`src/rtl/jpeg_byte_stuffer_pkg.sv`:
```
// Shared definitions for the JPEG byte stuffer: FSM state encoding, default
// input word width and the byte values involved in stuffing.
package jpeg_byte_stuffer_pkg;

  localparam int DEFAULT_IN_WIDTH = 32;

  typedef enum logic [1:0] {
    IDLE  = 2'd0,
    EMIT  = 2'd1,
    STUFF = 2'd2
  } state_e;

  localparam logic [7:0] STUFF_TRIGGER = 8'hFF;
  localparam logic [7:0] STUFF_BYTE    = 8'h00;

endpackage

```
`src/rtl/jpeg_byte_stuffer.sv`:
```
// Serialises queue words MSB-first into a byte queue, inserting 0x00 after
// every 0xFF payload byte; one byte per cycle with same-cycle refill at word ends.
module jpeg_byte_stuffer
  import jpeg_byte_stuffer_pkg::*;
#(
  parameter int IN_WIDTH = DEFAULT_IN_WIDTH
) (
  input  logic                CLK,
  input  logic                RST,
  output logic                IN_PopReq,
  input  logic [IN_WIDTH-1:0] IN_Data,
  input  logic                IN_Empty,
  output logic                OUT_PushReq,
  output logic [7:0]          OUT_Data,
  input  logic                OUT_Full,
  output logic [31:0]         BYTE_COUNT
);

  localparam int NB = IN_WIDTH / 8;
  localparam int KW = (NB > 1) ? $clog2(NB) : 1;
  localparam logic [KW-1:0] LAST_K = KW'(NB - 1);

  state_e              state_q, state_d;
  logic [KW-1:0]       k_q, k_d;
  logic [IN_WIDTH-1:0] word_q, word_d;
  logic [31:0]         count_q, count_d;

  logic [7:0] cur_byte;
  logic       is_last;

  // Byte k of the held word, k = 0 being the most significant byte.
  always_comb begin
    // NOTE: every comb output gets a default first so no path can infer a latch.
    cur_byte = '0;
    for (int i = 0; i < NB; i++) begin
      if (k_q == KW'(i)) cur_byte = word_q[IN_WIDTH-1-8*i -: 8];
    end
  end

  assign is_last = (k_q == LAST_K);

  // Output decode; a pop in EMIT/STUFF only happens in the cycle the word's
  // final byte leaves, which is what allows refill with no bubble.
  always_comb begin
    IN_PopReq   = 1'b0;
    OUT_PushReq = 1'b0;
    OUT_Data    = 8'h00;
    case (state_q)
      IDLE: IN_PopReq = !IN_Empty;
      EMIT: begin
        OUT_Data    = cur_byte;
        OUT_PushReq = !OUT_Full;
        IN_PopReq   = !OUT_Full && is_last && (cur_byte != STUFF_TRIGGER) && !IN_Empty;
      end
      STUFF: begin
        OUT_Data    = STUFF_BYTE;
        OUT_PushReq = !OUT_Full;
        IN_PopReq   = !OUT_Full && is_last && !IN_Empty;
      end
      default: ;
    endcase
    if (RST) begin
      IN_PopReq   = 1'b0;
      OUT_PushReq = 1'b0;
    end
  end

  // Next-state and datapath update. IN_PopReq is only high when the held word
  // is finished, so a pop always means "load new word, restart at k=0".
  always_comb begin
    state_d = state_q;
    k_d     = k_q;
    word_d  = word_q;
    count_d = OUT_PushReq ? count_q + 32'd1 : count_q;
    case (state_q)
      IDLE: begin
        if (IN_PopReq) begin
          word_d  = IN_Data;
          k_d     = '0;
          state_d = EMIT;
        end
      end
      EMIT, STUFF: begin
        if (OUT_PushReq) begin
          if (state_q == EMIT && cur_byte == STUFF_TRIGGER) begin
            state_d = STUFF;
          end else if (!is_last) begin
            k_d     = k_q + KW'(1);
            state_d = EMIT;
          end else if (IN_PopReq) begin
            word_d  = IN_Data;
            k_d     = '0;
            state_d = EMIT;
          end else begin
            k_d     = '0;
            state_d = IDLE;
          end
        end
      end
      default: state_d = IDLE;
    endcase
  end

  always_ff @(posedge CLK) begin
    // NOTE: sequential state uses non-blocking assignments only.
    if (RST) begin
      state_q <= IDLE;
      k_q     <= '0;
      word_q  <= '0;
      count_q <= '0;
    end else begin
      state_q <= state_d;
      k_q     <= k_d;
      word_q  <= word_d;
      count_q <= count_d;
    end
  end

  assign BYTE_COUNT = count_q;

endmodule

```
`config.mk`:
```
export PLATFORM = sky130hd
export DESIGN_NAME = jpeg_byte_stuffer
export DESIGN_NICKNAME = d
export VERILOG_FILES = /design/src/rtl/jpeg_byte_stuffer_pkg.sv /design/src/rtl/jpeg_byte_stuffer.sv
export SDC_FILE = /design/constraint.sdc
export NUM_CORES = 1
export LEC_CHECK = 0
export CAP_MARGIN = 5
export CORE_ASPECT_RATIO = 1.25
export CORE_MARGIN = 4
export CORE_UTILIZATION = 30
export CTS_CLUSTER_DIAMETER = 150
export DETAILED_ROUTE_END_ITERATION = 10
export PLACE_DENSITY = 0.6
export SYNTH_ARGS = -nofsm -noshare
export SYNTH_HDL_FRONTEND = slang
export SYNTH_SLANG_ARGS = --single-unit
```
`constraint.sdc`:
```
create_clock -name CLK -period 2.4 [get_ports CLK]
set_clock_uncertainty 0.2 [all_clocks]
set_input_delay 0.36 -clock CLK [delete_from_list [all_inputs] [get_ports CLK]]
set_output_delay 0.36 -clock CLK [all_outputs]
set_load 0.03 [all_outputs]
```
==> results of run 1 <==
## power groups by stage
stage               logic (mW)  registers, mW  clock network [mW]
floorplan                0.344           1.26                   0
global placement         0.578           1.28                   0
detailed placement       0.588           1.28                   0
CTS                      0.647           1.25                1.37
global route             0.968           1.30                1.42
finish                   0.917           1.30                1.35
## final cells by class
class / count / area, µm²
Tap cell: 161 / 201
Multi-Input combinational cell: 306 / 2810
Fill cell: 968 / 5130
Clock buffer: 9 / 225
Clock inverter: 7 / 73.8
Inverter: 12 / 52.6
Timing Repair Buffer: 173 / 1860
Sequential cell: 68 / 1370
## cells by family (layout without fill, tap and decap cells)
| logic type | after synthesis | in the layout | synth area share (%) |
|---|---|---|---|
| xor gates and xnor gates | 26 | 26 | 6.30 |
| and+or+nand+nor | 194 | 194 | 28.6 |
| adders and majority gates | 9 | 9 | 3.11 |
| buffers and inverters | 47 | 201 | 7.51 |
| AOI/OAI and AO/OA | 76 | 76 | 16.5 |
| muxes | 1 | 1 | 0.277 |
| DFF | 68 | 68 | 37.6 |
## per-layer routing
| layer | vias to the layer above | wire (µm) | track usage [%] |
|---|---|---|---|
| met4 | 0 | 646 | 6.17 |
| met3 | 36 | 768 | 4.13 |
| li1 | 1852 | - | - |
| met5 | - | 0 | 0 |
| met2 | 147 | 7000 | 27.9 |
| met1 | 1934 | 5420 | 17.7 |
## per-stage QoR
step / utilization [%] / area [µm²]
2_1_floorplan: - / 3710
3_3_place_gp: 41.3 / 4840
3_5_place_dp: 41.3 / 4840
4_1_cts: 46.0 / 5400
5_1_grt: 56.2 / 6590
6_report: 56.2 / 6590
## how the worst max path moves through the flow
stage	end	from	slack, ns
final	k_q[0]	k_q[1]	-0.64
after global routing	k_q[0]	k_q[1]	-0.64
after CTS	IN_PopReq	k_q[1]	-0.45
after detailed placement	word_q[20]	k_q[0]	-0.40
after global placement	word_q[21]	k_q[0]	-0.31
after floorplan	IN_PopReq	k_q[0]	-0.21
## placed cells by master (no fill, tap or decap), types with 9 or more instances in the layout
cell | synthesis | routed
buf_12 | 0 | 17
buf_4 | 3 | 62
buf_6 | 9 | 20
clkbuf_16 | 0 | 14
clkdlybuf4s50_1 | 0 | 67
dfxtp_1 | 68 | 64
nand2_1 | 47 | 47
nand3_1 | 11 | 11
nand4_1 | 41 | 41
nor2_1 | 34 | 34
o311ai_4 | 0 | 29
xnor2_1 | 9 | 9
xor2_1 | 17 | 17
## worst min-delay path, stage by stage, from the launching register on
cell,delay [ns]
dfxtp_1,0.33
o311ai_4,0.06
nand2_1,0.04
## what timing repair did
item / CTS / global route
buffers inserted: 12 / 30
resized for setup: 38 / 116
cloned: 0 / 7
setup endpoints to repair: 49 / 61
pin swaps: 15 / 81
## sequential cells by signal, summed over array words and instances (netlist names)
register,flops
BYTE_COUNT,32
k_q,2
state_q,2
word_q,32
==> summary.md, run 1 <==
| Metric | Value |
|---|---|
| Status | complete, but fails checks |
| Failing checks | setup timing |
| TritonCTS buffer count | 9 |
| Synth cell count leaders | dfxtp_1 (68), nand2_1 (47), nand4_1 (41) |
| Root buffer cell | clkbuf_16 |
| Worst path top cell family by delay | compound AO/OA/AOI/OAI gates |
| Worst setup SP type | flop |
| Arrival time at the worst endpoint | 3.09 ns |
| Pins Over Slew Limit | 0 |
| Total Die Area | 13,900 µm² |
| Design Power | 3.56 mW |
| CTS tree | yes |
| Fmax | 329 MHz |
| DIE WIDTH | 106 µm |
| Clk slew on worst S/H paths | 0.06 ns |
| Post-Synthesis Cells | 421 |
| Post-synth top flop | dfxtp_1 |
| Syn Nets | 466 |
| Iter 0 DRT Violations | 200 |
| Combinational group share of total power | 25.7% |
| CP Capture Type | flop |
| Core area | 11,700 µm² |
| Layout Nets | 615 |
| Layout Cells excl Fill | 736 |
| Final Wtd Congestion | 0.827 |
| Routed Antenna Nets | 0 |
| R2R Setup Slk | -0.64 ns |
| Internal | 2.44 mW |
| Hold Buf Count CTS | 0 |
| Fin. Hold Viols | 0 |
| Critical-path maximum fanout | 6 |
| Most common cell in the netlist | dfxtp_1 |
| Switch Pwr | 1.12 mW |
| Starting Density | 30.8% |
| N_diodes | 0 |
| Worst slew pin tran | 0.388 ns |
| Vias in the first global route | 3,648 |
| Synth-to-Final Area Change | 82.3% |
| Cell area power density | 541 nW/µm² |
| # rows | 44 |
| Async set-reset flop share out of synthesis | 0% |
| Netlist cell types | 49 |
| Post-synth top area share | 37.6% |
| LEAKAGE | 2.42 nW |
| Cell Chain, Critical Path | buf_12, ha_4, buf_6, buf_4, a211oi_4, a211oi_2, buf_4, nor4bb_4, a31o_4, or4_4, a21oi_2 |
| CP required | 2.45 ns |
| Share of power burned in registers | 36.4% |
| Hold EP | word_q[6] |
| Proportion of layout cells with a drive suffix above 1 | 36.0% |
| Hold WS | 0.280 ns |
| Slew margin rel. | 74.0% |
| Setup TNS | -21.19 ns |
| Hold path startpoint | word_q[6] |
| Via density per instance | 5.39 |
| Largest net degree at the start of global routing | 33 |
| First-pass GRT wire length | 17,300 µm |
| CP Buf/Inv Count | 4 |
| Peak VDD IR | 0.352 mV |
| Clock Latency Late Sink | 0.34 ns |
| Top area cells in the synthesized netlist | dfxtp_1 (38%), o311ai_1 (7.3%), nand4_1 (7.1%) |
| Slowest CP cell | or4_4 |
| Clock Path Buffers | 2 |
| Warnings from Yosys | 0 |
| IO Pins | 78 |
| Reg2reg end | k_q[0] |
| Total number of vias | 3,969 |
| WL/cell | 18.8 µm |
| CP peak stage delay | 0.53 ns |
| H-tree levels | 3 |
| Drt pass-1 iters | 4 |
| R2R Path Start | k_q[1] |
| Period utilization | 127% |
| Worst r2r path cells | 11 |
| Sw frac | 31.5% |
| Syn avg cell area | 8.59 µm² |
| Worst hold path class | reg -> reg |
| Fraction of the yosys area taken by sequential cells | 37.6% |
| Mapped Area | 3620 µm² |
| Crit path time final | 3.04 ns |
| Critical path depth | 11 |
| Placement Setup Slack | -0.396 ns |
| Antenna violations before repair | 0 |
| Post-Route WL | 13,800 µm |
| Die height | 131 µm |
| Total of max-cap violations | 0 |
| Leading area contributor after synthesis | dfxtp_1 |
| All-Layer GR Usage | 15.6% |
| RSZ-0062 raised after global routing | yes |
| Clk pwr share | 37.8% |
| Port buffer count | 77 |
| Detail Placement HPWL | 7400 µm |
| WS Path Type | reg -> reg |
| Final-report setup violation count | 45 |
| Most common cell on crit path | buf_4 |
| Overflow after GRT | 0 |
| Clock sink count | 68 |
| Drt drc | 0 |
| EDFF count, synth | 0 |
| Final WS setup | -0.637 ns |
| Hold Path Depth | 2 |
| Flops & latches, synth | 68 |
| Placed Instances | 676 |
Note: power is estimated with default switching activity, not from simulation.
==> run 2: changes to the inputs <==
--- a/config.mk
+++ b/config.mk
@@ -12,6 +12,9 @@
 export CTS_CLUSTER_DIAMETER = 150
 export DETAILED_ROUTE_END_ITERATION = 10
 export PLACE_DENSITY = 0.6
+export REMOVE_ABC_BUFFERS = 1
+export SETUP_SLACK_MARGIN = 0.15
+export SLEW_MARGIN = 20
 export SYNTH_ARGS = -nofsm -noshare
 export SYNTH_HDL_FRONTEND = slang
 export SYNTH_SLANG_ARGS = --single-unit
==> summary.md, run 2 (same netlist as run 1, synthesis figures left out) <==
| Metric | Value |
|---|---|
| Critical path launch point | k_q[1] |
| Crit path time final | 3.03 ns (-0.00885 ns) |
| Reg2reg end | word_q[27] |
| Clk pwr share | 41.6% (+3.8 points) |
| Total Die Area | 13,900 µm² (unchanged) |
| Most frequent cells in the layout | clkdlybuf4s50_1 (66), dfxtp_1 (64), buf_4 (58), nand2_1 (47), nand4_1 (41) |
| Placed Instances | 677 (+0.15%) |
| Proportion of layout cells with a drive suffix above 1 | 34.0% (-2.0 points) |
| Clock Latency Late Sink | 0.33 ns (about the same) |
| CP Buf/Inv Count | 4 (unchanged) |
| Critical path depth | 9 (-2) |
| Drt pass-1 iters | 5 (+1) |
| Fmax | 330 MHz (+0.29%) |
| DIE WIDTH | 106 µm (unchanged) |
| Peak VDD IR | 0.401 mV (+14%) |
| Final-report setup violation count | 45 (unchanged) |
| Via density per instance | 5.35 (-0.79%) |
| Post-Route WL | 13,400 µm (-3.4%) |
| Drt drc | 0 (unchanged) |
| Setup TNS | -19.83 ns (+1.36 ns) |
| Failing checks | setup timing |
| Core area | 11,700 µm² (unchanged) |
| All-Layer GR Usage | 17.9% (+2.4 points) |
| Pins Over Slew Limit | 0 (unchanged) |
| Layout Cells excl Fill | 734 (-0.27%) |
| Routed Antenna Nets | 0 (unchanged) |
| Slowest CP cell | o31ai_4 |
| LEAKAGE | 2.40 nW (-0.57%) |
| WL/cell | 18.2 µm (-3.1%) |
| Final Wtd Congestion | 0.839 (+1.5%) |
| Clock Path Buffers | 2 (unchanged) |
| Period utilization | 126% (-0.37 points) |
| CP peak stage delay | 0.41 ns (-0.12 ns) |
| Detail Placement HPWL | 7290 µm (-1.5%) |
| Worst path top cell family by delay | compound AO/OA/AOI/OAI gates |
| Largest net degree at the start of global routing | 33 (unchanged) |
| WS Path Type | reg -> out |
| Hold path startpoint | word_q[0] |
| Arrival time at the worst endpoint | 2.47 ns (-0.62 ns) |
| Status | complete, but fails checks |
| Share of power burned in registers | 36.0% (-0.4 points) |
| Switch Pwr | 1.01 mW (-10%) |
| Slew margin rel. | 63.3% (-11 points) |
| Die height | 131 µm (unchanged) |
| Critical-path maximum fanout | 8 (+2) |
| Iter 0 DRT Violations | 207 (+3.5%) |
| Overflow after GRT | 0 (unchanged) |
| # rows | 44 (unchanged) |
| Vias in the first global route | 3,974 (+8.9%) |
| Cell Chain, Critical Path | inv_4, ha_4, buf_12, nand3b_1, a211oi_2, nand4_1, o31ai_4, inv_4, buf_6 |
| Worst slew pin tran | 0.544 ns (+0.156 ns) |
| N_diodes | 0 (unchanged) |
| Most common cell after layout, fill and taps aside | clkdlybuf4s50_1 |
| Clk slew on worst S/H paths | 0.06 ns (about the same) |
| Worst setup SP type | flop |
| Synth-to-Final Area Change | 73.8% |
| R2R Setup Slk | -0.57 ns (+0.07 ns) |
| Design Power | 3.53 mW (-0.93%) |
| Hold WS | 0.264 ns (-0.0157 ns) |
| Final WS setup | -0.628 ns (+0.00885 ns) |
| Total of max-cap violations | 0 (unchanged) |
| Setup crit end | IN_PopReq |
| Internal | 2.52 mW (+3.3%) |
| Layout Nets | 613 (-0.33%) |
| Placement Setup Slack | -0.602 ns (-0.206 ns) |
| H-tree levels | 3 (unchanged) |
| Total number of vias | 3,927 (-1.1%) |
| CP required | 1.84 ns (-0.61 ns) |
| Antenna violations before repair | 0 (unchanged) |
| Worst r2r path cells | 12 (+1) |
| RSZ-0062 raised after global routing | yes |
| Starting Density | 30.8% (unchanged) |
| Root buffer cell | clkbuf_16 |
| Combinational group share of total power | 22.3% (-3.4 points) |
| Worst hold path class | reg -> reg |
| CTS tree | yes |
| Clock sink count | 68 (unchanged) |
| Hold Path Depth | 2 (unchanged) |
| TritonCTS buffer count | 9 (unchanged) |
| Most common cell on crit path | inv_4 |
| Sw frac | 28.6% (-2.9 points) |
| IO Pins | 78 (unchanged) |
| First-pass GRT wire length | 20,000 µm (+16%) |
| Cell area power density | 562 nW/µm² (+3.9%) |
| Fin. Hold Viols | 0 (unchanged) |
| Port buffer count | 77 (unchanged) |
| CP Capture Type | primary output |
| R2R Path Start | k_q[1] |
-- run 2: changes by cell type in the layout (fill, tap and decap cells not counted), moves of 3 or more --
| cell | previous run | this run |
|---|---|---|
| clkbuf_16 | 14 | 9 |
| buf_16 | 0 | 6 |
| buf_12 | 17 | 10 |
| a211oi_2 | 6 | 9 |
| o311ai_4 | 29 | 7 |
| o311ai_2 | 3 | 11 |
| o311ai_1 | 0 | 14 |
| buf_6 | 20 | 29 |
| buf_4 | 62 | 58 |
| a211oi_4 | 5 | 2 |
-- run 2: timing repair --
action | CTS | global route
hold buffers | 0 | 0
pin swaps | 25 | 44
resized for setup | 83 | 56
endpoints found under the setup margin | 49 | 66
cloned | 6 | 0
setup buffers | 21 | 14
endpoints found under the hold margin | 0 | 0
-- run 2: power groups by stage --
| stage | Combinational, mW | Sequential, mW | Clock (mW) |
|---|---|---|---|
| floorplan | 0.279 | 1.26 | 0 |
| global placement | 0.546 | 1.27 | 0 |
| detailed placement | 0.556 | 1.27 | 0 |
| CTS | 0.664 | 1.25 | 1.48 |
| global route | 0.843 | 1.27 | 1.53 |
| finish | 0.789 | 1.27 | 1.47 |
-- run 2: layout make-up --
| type | count | area (µm²) |
|---|---|---|
| fillers | 1001 | 5440 |
| flip-flops and latches | 68 | 1370 |
| inverters | 12 | 52.6 |
| repair buffers | 171 | 1820 |
| well taps | 161 | 201 |
| clock inverters | 5 | 85.1 |
| clock buffers | 11 | 243 |
| multi-input cells | 306 | 2510 |
-- run 2: worst min-delay path by stage --
stage / endpoint
2_1_floorplan: BYTE_COUNT[10]
4_1_cts: word_q[0]
5_1_grt: word_q[9]
3_3_place_gp: word_q[24]
3_5_place_dp: word_q[0]
6_report: word_q[0]
-- run 2: worst min-delay path, cell delays in order, from the launching register on --
cell and delay [ns]:
dfxtp_1 0.31, o311ai_1 0.06, nand2_1 0.05
-- run 2: metrics by stage --
step	util, %	area (µm²)
4_1_cts	49.9	5850
3_3_place_gp	40.9	4790
2_1_floorplan	-	3390
3_5_place_dp	40.9	4790
5_1_grt	53.6	6280
6_report	53.6	6280
-- run 2: per-layer routing --
layer	global-route usage [%]	wire, µm
met1	20.9	5340
met2	32.3	6800
met3	3.59	755
met4	7.32	461
met5	0	0
==> run 3: changes to the inputs <==
--- a/config.mk
+++ b/config.mk
@@ -8,12 +8,13 @@
 export CAP_MARGIN = 5
 export CORE_ASPECT_RATIO = 1.25
 export CORE_MARGIN = 4
-export CORE_UTILIZATION = 30
+export CORE_UTILIZATION = 46
 export CTS_CLUSTER_DIAMETER = 150
 export DETAILED_ROUTE_END_ITERATION = 10
-export PLACE_DENSITY = 0.6
+export PLACE_DENSITY = 0.82
 export REMOVE_ABC_BUFFERS = 1
 export SETUP_SLACK_MARGIN = 0.15
+export SKIP_LAST_GASP = 1
 export SLEW_MARGIN = 20
 export SYNTH_ARGS = -nofsm -noshare
 export SYNTH_HDL_FRONTEND = slang
==> summary.md, run 3 (same netlist as run 1, synthesis figures left out) <==
| Metric | Value |
|---|---|
| Final Wtd Congestion | 0.883 (+5.3%) |
| Arrival time at the worst endpoint | 3.12 ns (+0.65 ns) |
| Die height | 107 µm (-18%) |
| Starting Density | 48.0% (+17 points) |
| LEAKAGE | 2.23 nW (-7.4%) |
| Worst hold path class | reg -> reg |
| Worst setup SP type | flop |
| H-tree levels | 3 (unchanged) |
| Worst r2r path cells | 14 (+2) |
| Total number of vias | 4,064 (+3.5%) |
| Critical-path maximum fanout | 7 (-1) |
| WL/cell | 20.4 µm (+12%) |
| Critical path depth | 14 (+5) |
| Most common cell after layout, fill and taps aside | clkdlybuf4s50_1 |
| Fmax | 330 MHz (about the same) |
| CP Buf/Inv Count | 7 (+3) |
| Crit path time final | 3.03 ns (+0.00189 ns) |
| Detail Placement HPWL | 6700 µm (-8.0%) |
| Final Instance Area | 6050 µm² (-3.7%) |
| CP peak stage delay | 0.39 ns (-0.02 ns) |
| Hold Path Depth | 2 (unchanged) |
| RSZ-0062 raised after global routing | yes |
| DIE WIDTH | 87.3 µm (-18%) |
| Internal | 2.17 mW (-14%) |
| Layout Nets | 595 (-2.9%) |
| CP Capture Type | flop |
| First-pass GRT wire length | 19,000 µm (-4.9%) |
| Cell area power density | 526 nW/µm² (-6.5%) |
| Hold WS | 0.296 ns (+0.0313 ns) |
| Drt pass-1 iters | 5 (unchanged) |
| CP required | 2.49 ns (+0.65 ns) |
| Via density per instance | 6.28 (+17%) |
| Post-Route WL | 13,200 µm (-1.0%) |
| IO Pins | 78 (unchanged) |
| Status | complete, but fails checks |
| Clock sink count | 68 (unchanged) |
| Share of power burned in registers | 40.5% (+4.5 points) |
| R2R Setup Slk | -0.63 ns (-0.06 ns) |
| Total of max-cap violations | 0 (unchanged) |
| Most common cell on crit path | buf_4 |
| Cell Chain, Critical Path | buf_4, ha_4, buf_4, clkbuf_16, nor3b_2, a211oi_2, buf_4, buf_4, nor4bb_4, and4_4, buf_12, buf_12, o311ai_4, nand2_1 |
| Pins Over Slew Limit | 0 (unchanged) |
| Total Die Area | 9350 µm² (-33%) |
| Clock Latency Late Sink | 0.35 ns (+0.02 ns) |
| Port buffer count | 77 (unchanged) |
| WS Path Type | reg -> reg |
| Root buffer cell | clkbuf_8 |
| Clk slew on worst S/H paths | 0.08 ns (+0.02 ns) |
| TritonCTS buffer count | 9 (unchanged) |
| Final-report setup violation count | 45 (unchanged) |
| Cell Area, Placed | 4640 µm² (-3.1%) |
| Antenna violations before repair | 0 (unchanged) |
| Synth-to-Final Area Change | 67.3% |
| Most frequent cells in the layout | clkdlybuf4s50_1 (67), dfxtp_1 (61), buf_4 (59), nand2_1 (47), nand4_1 (41) |
| N_diodes | 0 (unchanged) |
| Overflow after GRT | 0 (unchanged) |
| Fillers | 402 (-60%) |
| Worst path top cell family by delay | buffers and inverters |
| # rows | 35 (-20%) |
| Failing checks | setup timing |
| Drt drc | 0 (unchanged) |
| Slowest CP cell | nor4bb_4 |
| Combinational group share of total power | 25.5% (+3.2 points) |
| Slew margin rel. | 67.8% (+4.4 points) |
| Worst slew pin tran | 0.484 ns (-0.0608 ns) |
| Footprint of the multi-input gates | 2720 µm² (+8.1%) |
| Clock Path Buffers | 2 (unchanged) |
| Period utilization | 126% (about the same) |
| Routed Antenna Nets | 0 (unchanged) |
| Peak VDD IR | 0.539 mV (+34%) |
| Vias in the first global route | 3,893 (-2.0%) |
| Switch Pwr | 1.01 mW (-0.20%) |
| Hold Buf Count CTS | 0 (unchanged) |
| Final WS setup | -0.630 ns (-0.00189 ns) |
| CTS tree | yes |
| Reg area | 1380 µm² (+0.27%) |
| Largest net degree at the start of global routing | 33 (unchanged) |
| Sw frac | 31.6% (+3.1 points) |
| Core area | 7530 µm² (-36%) |
| All-Layer GR Usage | 25.7% (+7.8 points) |
| Proportion of layout cells with a drive suffix above 1 | 33.0% (-1.1 points) |
| Iter 0 DRT Violations | 252 (+22%) |
| Clk pwr share | 34.0% (-7.6 points) |
| Fin. Hold Viols | 0 (unchanged) |
run 3: cell count changes in the layout (fill, tap and decap cells not counted), moves of 3 or more:
| cell | delta |
|---|---|
| a211oi_2 | -3 |
| dfxtp_2 | +3 |
| clkbuf_16 | -7 |
| buf_16 | -5 |
| o311ai_4 | +17 |
| o311ai_1 | -14 |
| clkbuf_8 | +9 |
| and2_4 | -4 |
| dfxtp_1 | -3 |
| buf_6 | -17 |
| o311ai_2 | -3 |
| and2_1 | +4 |
run 3: layout make-up:
type                            count  area share, %
Clock inverter                      6           1.45
Clock buffer                       10           2.28
Timing Repair Buffer              153           25.8
Tap cell                           92           1.90
Sequential cell                    68           22.7
Multi-Input combinational cell    306           45.0
Inverter                           12          0.869
run 3: final timing paths:
check,start,endpoint
worst min-delay path,word_q[15],word_q[15]
worst max-delay path,k_q[1],word_q[17]
worst max register to register,k_q[1],word_q[17]
worst min register to register,word_q[15],word_q[15]
run 3: timing repair:
item / in CTS / in global routing
cloned: 1 / 2
setup buffers: 16 / 12
resized for setup: 104 / 42
endpoints found under the setup margin: 51 / 63
pin swaps: 21 / 29
run 3: per-stage QoR:
stage | instances | worst slack [ns] | setup TNS [ns] | utilization [%] | power [mW]
detailed placement | 600 | -0.427 | -14.63 | 61.7 | 1.80
CTS | 633 | -0.529 | -12.58 | 75.6 | 3.05
global placement | 600 | -0.373 | -12.79 | 61.7 | 1.78
global route | 647 | -0.702 | -27.27 | 80.3 | 3.27
floorplan | 386 | -0.879 | -31.53 | - | 1.54
finish | 647 | -0.630 | -24.30 | 80.3 | 3.18
run 3: power by group through the flow:
stage	Clock [mW]	Sequential, mW	Combinational (mW)
4_1_cts	1.07	1.27	0.711
6_report	1.08	1.29	0.810
3_3_place_gp	0	1.27	0.518
2_1_floorplan	0	1.26	0.279
3_5_place_dp	0	1.27	0.533
5_1_grt	1.13	1.29	0.850
run 3: worst register-to-register path, cell delays in order, from the launching register on:
cell	delay, ns
dfxtp_4	0.38
buf_4	0.13
ha_4	0.17
buf_4	0.14
clkbuf_16	0.14
nor3b_2	0.05
a211oi_2	0.23
buf_4	0.17
buf_4	0.11
nor4bb_4	0.39
and4_4	0.36
buf_12	0.14
buf_12	0.14
o311ai_4	0.12
nand2_1	0.11
run 3: metal layers:
metal,track usage (%),routed length (µm),part of all wire [%]
met1,28.8,5080,38
met5,0,0,0
met4,11.4,619,4.7
met3,5.69,1020,7.7
met2,45.5,6500,49
